$ cat src/rtl/clk_div_multi_if.sv
// Configuration bus for clk_div_multi: a one-cycle write strobe carrying
// target channel, period and high time, plus the registered reject pulse.
interface clk_div_multi_if #(
  parameter int CH    = 2,
  parameter int CNT_W = 28
);
  localparam int CH_W = (CH > 1) ? $clog2(CH) : 1;

  logic             cfg_we;
  logic [CH_W-1:0]  cfg_ch;
  logic [CNT_W-1:0] cfg_period;
  logic [CNT_W-1:0] cfg_high;
  logic             cfg_err;

  modport master (
    output cfg_we,
    output cfg_ch,
    output cfg_period,
    output cfg_high,
    input  cfg_err
  );

  modport slave (
    input  cfg_we,
    input  cfg_ch,
    input  cfg_period,
    input  cfg_high,
    output cfg_err
  );
endinterface

$ cat src/rtl/clk_div_multi.sv
// Multi-channel programmable clock/strobe divider.
// Each channel counts 0..per-1 while enabled, drives clk_out high for the
// first 'high' cycles of every period and pulses tick on the first cycle.
// Writes to a running channel are parked in a shadow copy and only take
// effect at a reload edge, so a period in progress is never cut or stretched.
module clk_div_multi #(
  parameter int CH         = 2,
  parameter int CNT_W      = 28,
  parameter int DEF_PERIOD = 27000,
  parameter int DEF_HIGH   = 13500
) (
  input  logic           clk,
  input  logic           rst,
  input  logic [CH-1:0]  en,
  clk_div_multi_if.slave cfg,
  output logic [CH-1:0]  clk_out,
  output logic [CH-1:0]  tick
);
  localparam int CH_W = (CH > 1) ? $clog2(CH) : 1;

  // live state
  logic [CNT_W-1:0] cnt     [CH];
  logic [CNT_W-1:0] per     [CH];
  logic [CNT_W-1:0] high    [CH];
  logic [CNT_W-1:0] sh_per  [CH];
  logic [CNT_W-1:0] sh_high [CH];
  logic [CH-1:0]    active;
  logic [CH-1:0]    pend;

  // next-state values
  logic [CNT_W-1:0] cnt_nx     [CH];
  logic [CNT_W-1:0] per_nx     [CH];
  logic [CNT_W-1:0] high_nx    [CH];
  logic [CNT_W-1:0] sh_per_nx  [CH];
  logic [CNT_W-1:0] sh_high_nx [CH];
  logic [CH-1:0]    active_nx;
  logic [CH-1:0]    pend_nx;
  logic [CH-1:0]    out_nx;
  logic [CH-1:0]    tick_nx;
  logic             cfg_ok;
  logic             err_nx;

  // Per-channel counting, reload/apply of pending config and write routing.
  always_comb begin : next_state
    logic [CNT_W-1:0] eff_high;
    logic             hit;
    cfg_ok = cfg.cfg_we
           && (32'(cfg.cfg_ch) < 32'(CH))
           && (cfg.cfg_period >= CNT_W'(2))
           && (cfg.cfg_high <= cfg.cfg_period);
    err_nx = cfg.cfg_we && !cfg_ok;
    for (int i = 0; i < CH; i++) begin
      eff_high      = high[i];
      hit           = cfg_ok && (cfg.cfg_ch == CH_W'(i));
      cnt_nx[i]     = cnt[i];
      per_nx[i]     = per[i];
      high_nx[i]    = high[i];
      sh_per_nx[i]  = sh_per[i];
      sh_high_nx[i] = sh_high[i];
      active_nx[i]  = active[i];
      pend_nx[i]    = pend[i];
      out_nx[i]     = 1'b0;
      tick_nx[i]    = 1'b0;

      if (!en[i]) begin
        // disabling truncates the period at once
        cnt_nx[i]    = '0;
        active_nx[i] = 1'b0;
      end else if (!active[i] || (cnt[i] == per[i] - CNT_W'(1))) begin
        // period start: pick up any parked config before deriving outputs
        cnt_nx[i]    = '0;
        active_nx[i] = 1'b1;
        if (pend[i]) begin
          per_nx[i]  = sh_per[i];
          high_nx[i] = sh_high[i];
          eff_high   = sh_high[i];
          pend_nx[i] = 1'b0;
        end else begin
          eff_high   = high[i];
        end
        out_nx[i]  = (eff_high != '0);
        tick_nx[i] = 1'b1;
      end else begin
        cnt_nx[i] = cnt[i] + CNT_W'(1);
        out_nx[i] = (cnt_nx[i] < high[i]);
      end

      // A write sampled on a reload edge lands after the apply above, so it
      // waits for the following reload.
      if (hit) begin
        if (!active[i] && !en[i]) begin
          per_nx[i]  = cfg.cfg_period;
          high_nx[i] = cfg.cfg_high;
          pend_nx[i] = 1'b0;
        end else begin
          sh_per_nx[i]  = cfg.cfg_period;
          sh_high_nx[i] = cfg.cfg_high;
          pend_nx[i]    = 1'b1;
        end
      end else begin
        pend_nx[i] = pend_nx[i];
      end
    end
  end

  // State and output registers with synchronous reset to the default rate.
  always_ff @(posedge clk) begin
    if (rst) begin
      for (int i = 0; i < CH; i++) begin
        cnt[i]     <= '0;
        per[i]     <= CNT_W'(DEF_PERIOD);
        high[i]    <= CNT_W'(DEF_HIGH);
        sh_per[i]  <= CNT_W'(DEF_PERIOD);
        sh_high[i] <= CNT_W'(DEF_HIGH);
      end
      active      <= '0;
      pend        <= '0;
      clk_out     <= '0;
      tick        <= '0;
      cfg.cfg_err <= 1'b0;
    end else begin
      for (int i = 0; i < CH; i++) begin
        cnt[i]     <= cnt_nx[i];
        per[i]     <= per_nx[i];
        high[i]    <= high_nx[i];
        sh_per[i]  <= sh_per_nx[i];
        sh_high[i] <= sh_high_nx[i];
      end
      active      <= active_nx;
      pend        <= pend_nx;
      clk_out     <= out_nx;
      tick        <= tick_nx;
      cfg.cfg_err <= err_nx;
    end
  end
endmodule
$ cat src/flat_wrapper.sv
// flat-port wrapper written by rule: the top's interface ports become plain ports
module clk_div_multi_flat 
#(
  parameter int CH         = 2,
  parameter int CNT_W      = 28,
  parameter int DEF_PERIOD = 27000,
  parameter int DEF_HIGH   = 13500
)
  (clk, rst, en, clk_out, tick, cfg_cfg_we, cfg_cfg_ch, cfg_cfg_period, cfg_cfg_high, cfg_cfg_err);
  clk_div_multi_if #(.CH(CH), .CNT_W(CNT_W)) cfg_i ();
  input  logic clk;
  input  logic rst;
  input  logic [CH-1:0] en;
  output logic [CH-1:0] clk_out;
  output logic [CH-1:0] tick;
  input wire logic [$bits(cfg_i.cfg_we)-1:0] cfg_cfg_we;
  input wire logic [$bits(cfg_i.cfg_ch)-1:0] cfg_cfg_ch;
  input wire logic [$bits(cfg_i.cfg_period)-1:0] cfg_cfg_period;
  input wire logic [$bits(cfg_i.cfg_high)-1:0] cfg_cfg_high;
  output wire logic [$bits(cfg_i.cfg_err)-1:0] cfg_cfg_err;
  assign cfg_i.cfg_we = cfg_cfg_we;
  assign cfg_i.cfg_ch = cfg_cfg_ch;
  assign cfg_i.cfg_period = cfg_cfg_period;
  assign cfg_i.cfg_high = cfg_cfg_high;
  assign cfg_cfg_err = cfg_i.cfg_err;
  clk_div_multi #(.CH(CH), .CNT_W(CNT_W), .DEF_PERIOD(DEF_PERIOD), .DEF_HIGH(DEF_HIGH)) u_core (.clk(clk), .rst(rst), .en(en), .cfg(cfg_i), .clk_out(clk_out), .tick(tick));
endmodule
$ cat config.mk
export PLATFORM = sky130hd
export DESIGN_NAME = clk_div_multi_flat
export DESIGN_NICKNAME = d
export VERILOG_FILES = /design/src/rtl/clk_div_multi_if.sv /design/src/rtl/clk_div_multi.sv /design/src/flat_wrapper.sv
export SDC_FILE = /design/constraint.sdc
export NUM_CORES = 1
export LEC_CHECK = 0
export CAP_MARGIN = 10
export CORE_ASPECT_RATIO = 1.2
export CORE_MARGIN = 2
export CORE_UTILIZATION = 49
export CTS_CLUSTER_SIZE = 28
export DETAILED_ROUTE_END_ITERATION = 7
export HOLD_SLACK_MARGIN = 0.1
export PLACE_DENSITY = 0.66
export SYNTH_ARGS = -nofsm -noshare
export SYNTH_HDL_FRONTEND = slang
export SYNTH_SLANG_ARGS = --single-unit
export TNS_END_PERCENT = 50
$ cat constraint.sdc
create_clock -name clk -period 7.45 [get_ports clk]
set_input_delay 2.235 -clock clk [delete_from_list [all_inputs] [get_ports clk]]
set_output_delay 2.235 -clock clk [all_outputs]
set_load 0.01 [all_outputs]
==> results.yml <==
synth:
  synth-edff-count: 0
  netlist_instances: 1914
  ys.flop_type: "dfxtp_1"
  synth_top_area_share_pct: 35.1
  yosysWarningCount: 0
  netlist_area_um2: 16500
  yosysTopAreaCell: "dfxtp_1"
  yosysSeqAreaShare_pct: 35.1
  syn_nets: 2062
  synthTopCellsByArea: "dfxtp_1 35%, o211ai_1 6.6%, ha_1 6.5%"
  ys_seq_elements: 289
  synth-async-reset-ratio_pct: 0
  avgSynthCellArea_um2: 8.61
  synth.distinct_cells: 79
clocking:
  clk_path_buf_depth: 3
  cts_tree: "done"
  htreeDepth: 1
  numCtsBuffers: 30
  clock-root-buffer: "clkbuf_16"
  cts_hold_buf: 0
  clk_latency_ns: 0.58
  clk_pin_slew_ns: 0.06
  cts_sinks: 289
  post_cts_resized: 0
  postCtsSetupBuffers: 0
timing:
  relSlewSlack_pct: 21.0
  min_period_over_period_pct: 76.3
  finalSetupViolCount: 0
  worst_pin_slew_ns: 1.18
  period_minus_slack_ns: 5.68
  maxSlewViolCount: 0
  setup_tns_ns: 0
  rsz0062_at_grt: "false"
  hold_ws_ns: 0.470
  final-hold-violation-count: 0
  fmax_mhz: 176
  fin_skew_ns: 0.0203
global_route:
  grt_start_max_net_pins: 107
  grt_pass1_wl_mm: 80.6
  grt_pass1_vias: 13900
  grt-ovfl-total: 0
  grt_util_all_layers_pct: 29.7
  antenna_found_initial: 0
power_and_ir_drop:
  comb_power_share_pct: 10.9
  power_frac_clock_pct: 42.5
  p_leak_nw: 7.86
  ir_drop_mv: 0.180
  seq_power_share_pct: 46.6
  power_density_nw_per_um2: 192
  netSwitchingFraction_pct: 26.0
  total_power_mw: 3.52
  p_int_mw: 2.61
  switching_power_mw: 0.914
min_path:
  hp-start: "u_core.sh_per[0][28]"
  min_path_type: "flip-flop to flip-flop"
  hold_path_end: "u_core.per[0][28]"
  min_path_cells: 2
setup_path:
  arrival_ns: 6.17
  worstReg2RegStart: "u_core.per[0][28]"
  path_class: "input pin to flip-flop"
  critPathCaptureType: "flip-flop"
  critPathLaunchType: "input pin"
  crit_family: "compound AO/OA/AOI/OAI gates"
  cp_slowest_stage_delay_ns: 0.74
  crit_path_max_fanout: 45
  worstRegToRegCells: 11
  crit_chain: "clkdlybuf4s50_1, inv_1, ha_1, a21oi_1, o21ai_0, a2111o_1, o211a_1, o41ai_2, buf_4, a31oi_4, buf_4, o211ai_1, o211ai_1"
  crit_required_ns: 7.94
  rrSetupSlack_ns: 2.63
  cp_num_buf_inv: 4
  worstReg2RegEnd: "u_core.per[0][33]"
  crit_path_top_delay_cell: "a31oi_4"
detailed_routing:
  first_pass_iters: 5
  vias: 14700
  postRouteAntennaNets: 0
  drt-met1-wl_mm: 21.7
  wl_met2_mm: 24.7
  drcViolationCount: 0
  wl_mm: 52.6
  met3_length_mm: 2.61
  top_layer: "met4"
  vias_per_cell: 6.20
  drt_iter0_drc: 1212
  wl_per_cell_um: 22.2
floorplan:
  num_rows: 73
  ios: 67
  die_y_um: 205
  start_util_pct: 49.7
  dieArea_um2: 35100
  die_w_um: 171
  core_area_um2: 33200
final_layout:
  diodes: 0
  syn_to_final_growth_pct: 11.5
  final_layout_size_suffix_gt1_share_pct: 5.74
  fill_cells: 3041
  nets: 2044
  final_core_util_pct: 55.4
  fin_cells: 2366
run_status:
  outcome: "complete, no violations"
place:
  port_buffers: 66
  gp_congestion: 0.974
  dp.cells: 2314
  dpl.hpwl_mm: 38.3
run:
  maxCapViolCount: 0
## cell usage after synthesis, types with 5 or more instances
cell type and number:
a21oi_1 28, a21o_1 16, nor2_1 162, clkbuf_1 111, nor4_1 98, and4_1 12, o2111ai_1 5, nor3_1 18
mux2i_1 96, dfxtp_1 289, nand2_1 157, xor2_1 36, ha_1 86, o31ai_1 7, a311oi_1 18, and3_1 60
a211o_1 21, a31oi_1 16, nand3_1 36, o21a_1 10, o21ai_0 19, nor4_2 8, or2_2 5, and2_1 6
nand4b_1 23, xnor2_1 79, a221oi_1 11, nand2b_1 6, o211a_1 21, buf_2 16, o211ai_1 145, inv_1 128
a41oi_1 7, buf_6 5, nor2b_1 16, a311oi_2 6, or3_1 7, or4_1 13, nand4_1 43
## tightest hold or removal path, stage by stage, from the launching register on
cell and delay, ns:
dfxtp_1 0.31, nand2_1 0.05, o211ai_1 0.07
## cell type report
cell class                 count  area (um2)  share of cell area, %
multi-input combinational   1362        9770                   53.2
sequential                   289        5790                   31.5
clock buffer                  44         875                   4.76
timing repair buffer          85         811                   4.41
tap                          450         563                   3.06
inverter                     128         480                   2.61
clock inverter                 8        95.1                  0.517
## routing by layer
| layer | GRT usage [%] | vias up |
|---|---|---|
| li1 | - | 7016 |
| met1 | 37.0 | 7095 |
| met3 | 3.57 | 135 |
| met2 | 49.1 | 425 |
| met4 | 17.7 | 0 |
| met5 | 0 | - |
## placed cells by master (no fill, tap or decap), types with 28 or more instances in the layout
cell / instances
dfxtp_1: 289
nor2_1: 162
nand2_1: 155
o211ai_1: 145
inv_1: 128
nor4_1: 96
mux2i_1: 96
ha_1: 86
xnor2_1: 79
clkdlybuf4s50_1: 65
and3_1: 60
nand4_1: 43
nand3_1: 36
xor2_1: 36
clkbuf_16: 31
a21oi_1: 28
## cell families (layout without fill, tap and decap cells)
kind of cell	Yosys count	count (layout)	share of synthesized area [%]
multiplexers	97	97	5.90
flip-flops	289	289	35.1
XOR/XNOR	115	115	6.11
adder cells (fa/ha/maj)	86	86	6.53
buffers and inverters	263	265	6.36
AND/OR/NAND/NOR	694	694	22.5
AO/OA/AOI/OAI	370	370	17.5
## power groups by stage
stage / sequential (mW) / clock, mW / combinational [mW]
2_1_floorplan: 1.65 / 0 / 0.238
3_3_place_gp: 1.67 / 0 / 0.373
3_5_place_dp: 1.67 / 0 / 0.380
4_1_cts: 1.64 / 1.52 / 0.381
5_1_grt: 1.64 / 1.58 / 0.417
6_report: 1.64 / 1.50 / 0.385
## per-stage QoR
stage | setup slack (ns) | instance area [um2]
2_1_floorplan | 2.47 | 16500
3_3_place_gp | 1.40 | 17400
3_5_place_dp | 1.30 | 17400
4_1_cts | 1.87 | 18400
5_1_grt | 1.58 | 18400
6_report | 1.77 | 18400
## state kept, by name, indices dropped and copies added (netlist names)
signal,cells
u_core.cnt,56
u_core.high,56
u_core.per,56
u_core.sh_high,56
u_core.sh_per,56
u_core.active,2
u_core.clk_out,2
u_core.pend,2
u_core.tick,2
u_core.cfg.cfg_err,1
## worst max-delay path by stage
stage	startpoint	depth (start not counted)	to
floorplan	cfg_cfg_period[19]	11	u_core.sh_high[0][30]
global placement	cfg_cfg_period[17]	13	u_core.per[0][17]
detailed placement	cfg_cfg_period[17]	13	u_core.high[0][0]
CTS	cfg_cfg_period[17]	13	u_core.per[0][9]
global route	cfg_cfg_period[27]	9	u_core.per[0][20]
finish	cfg_cfg_period[17]	13	u_core.per[0][9]
Note: power is estimated with default switching activity, not from simulation.
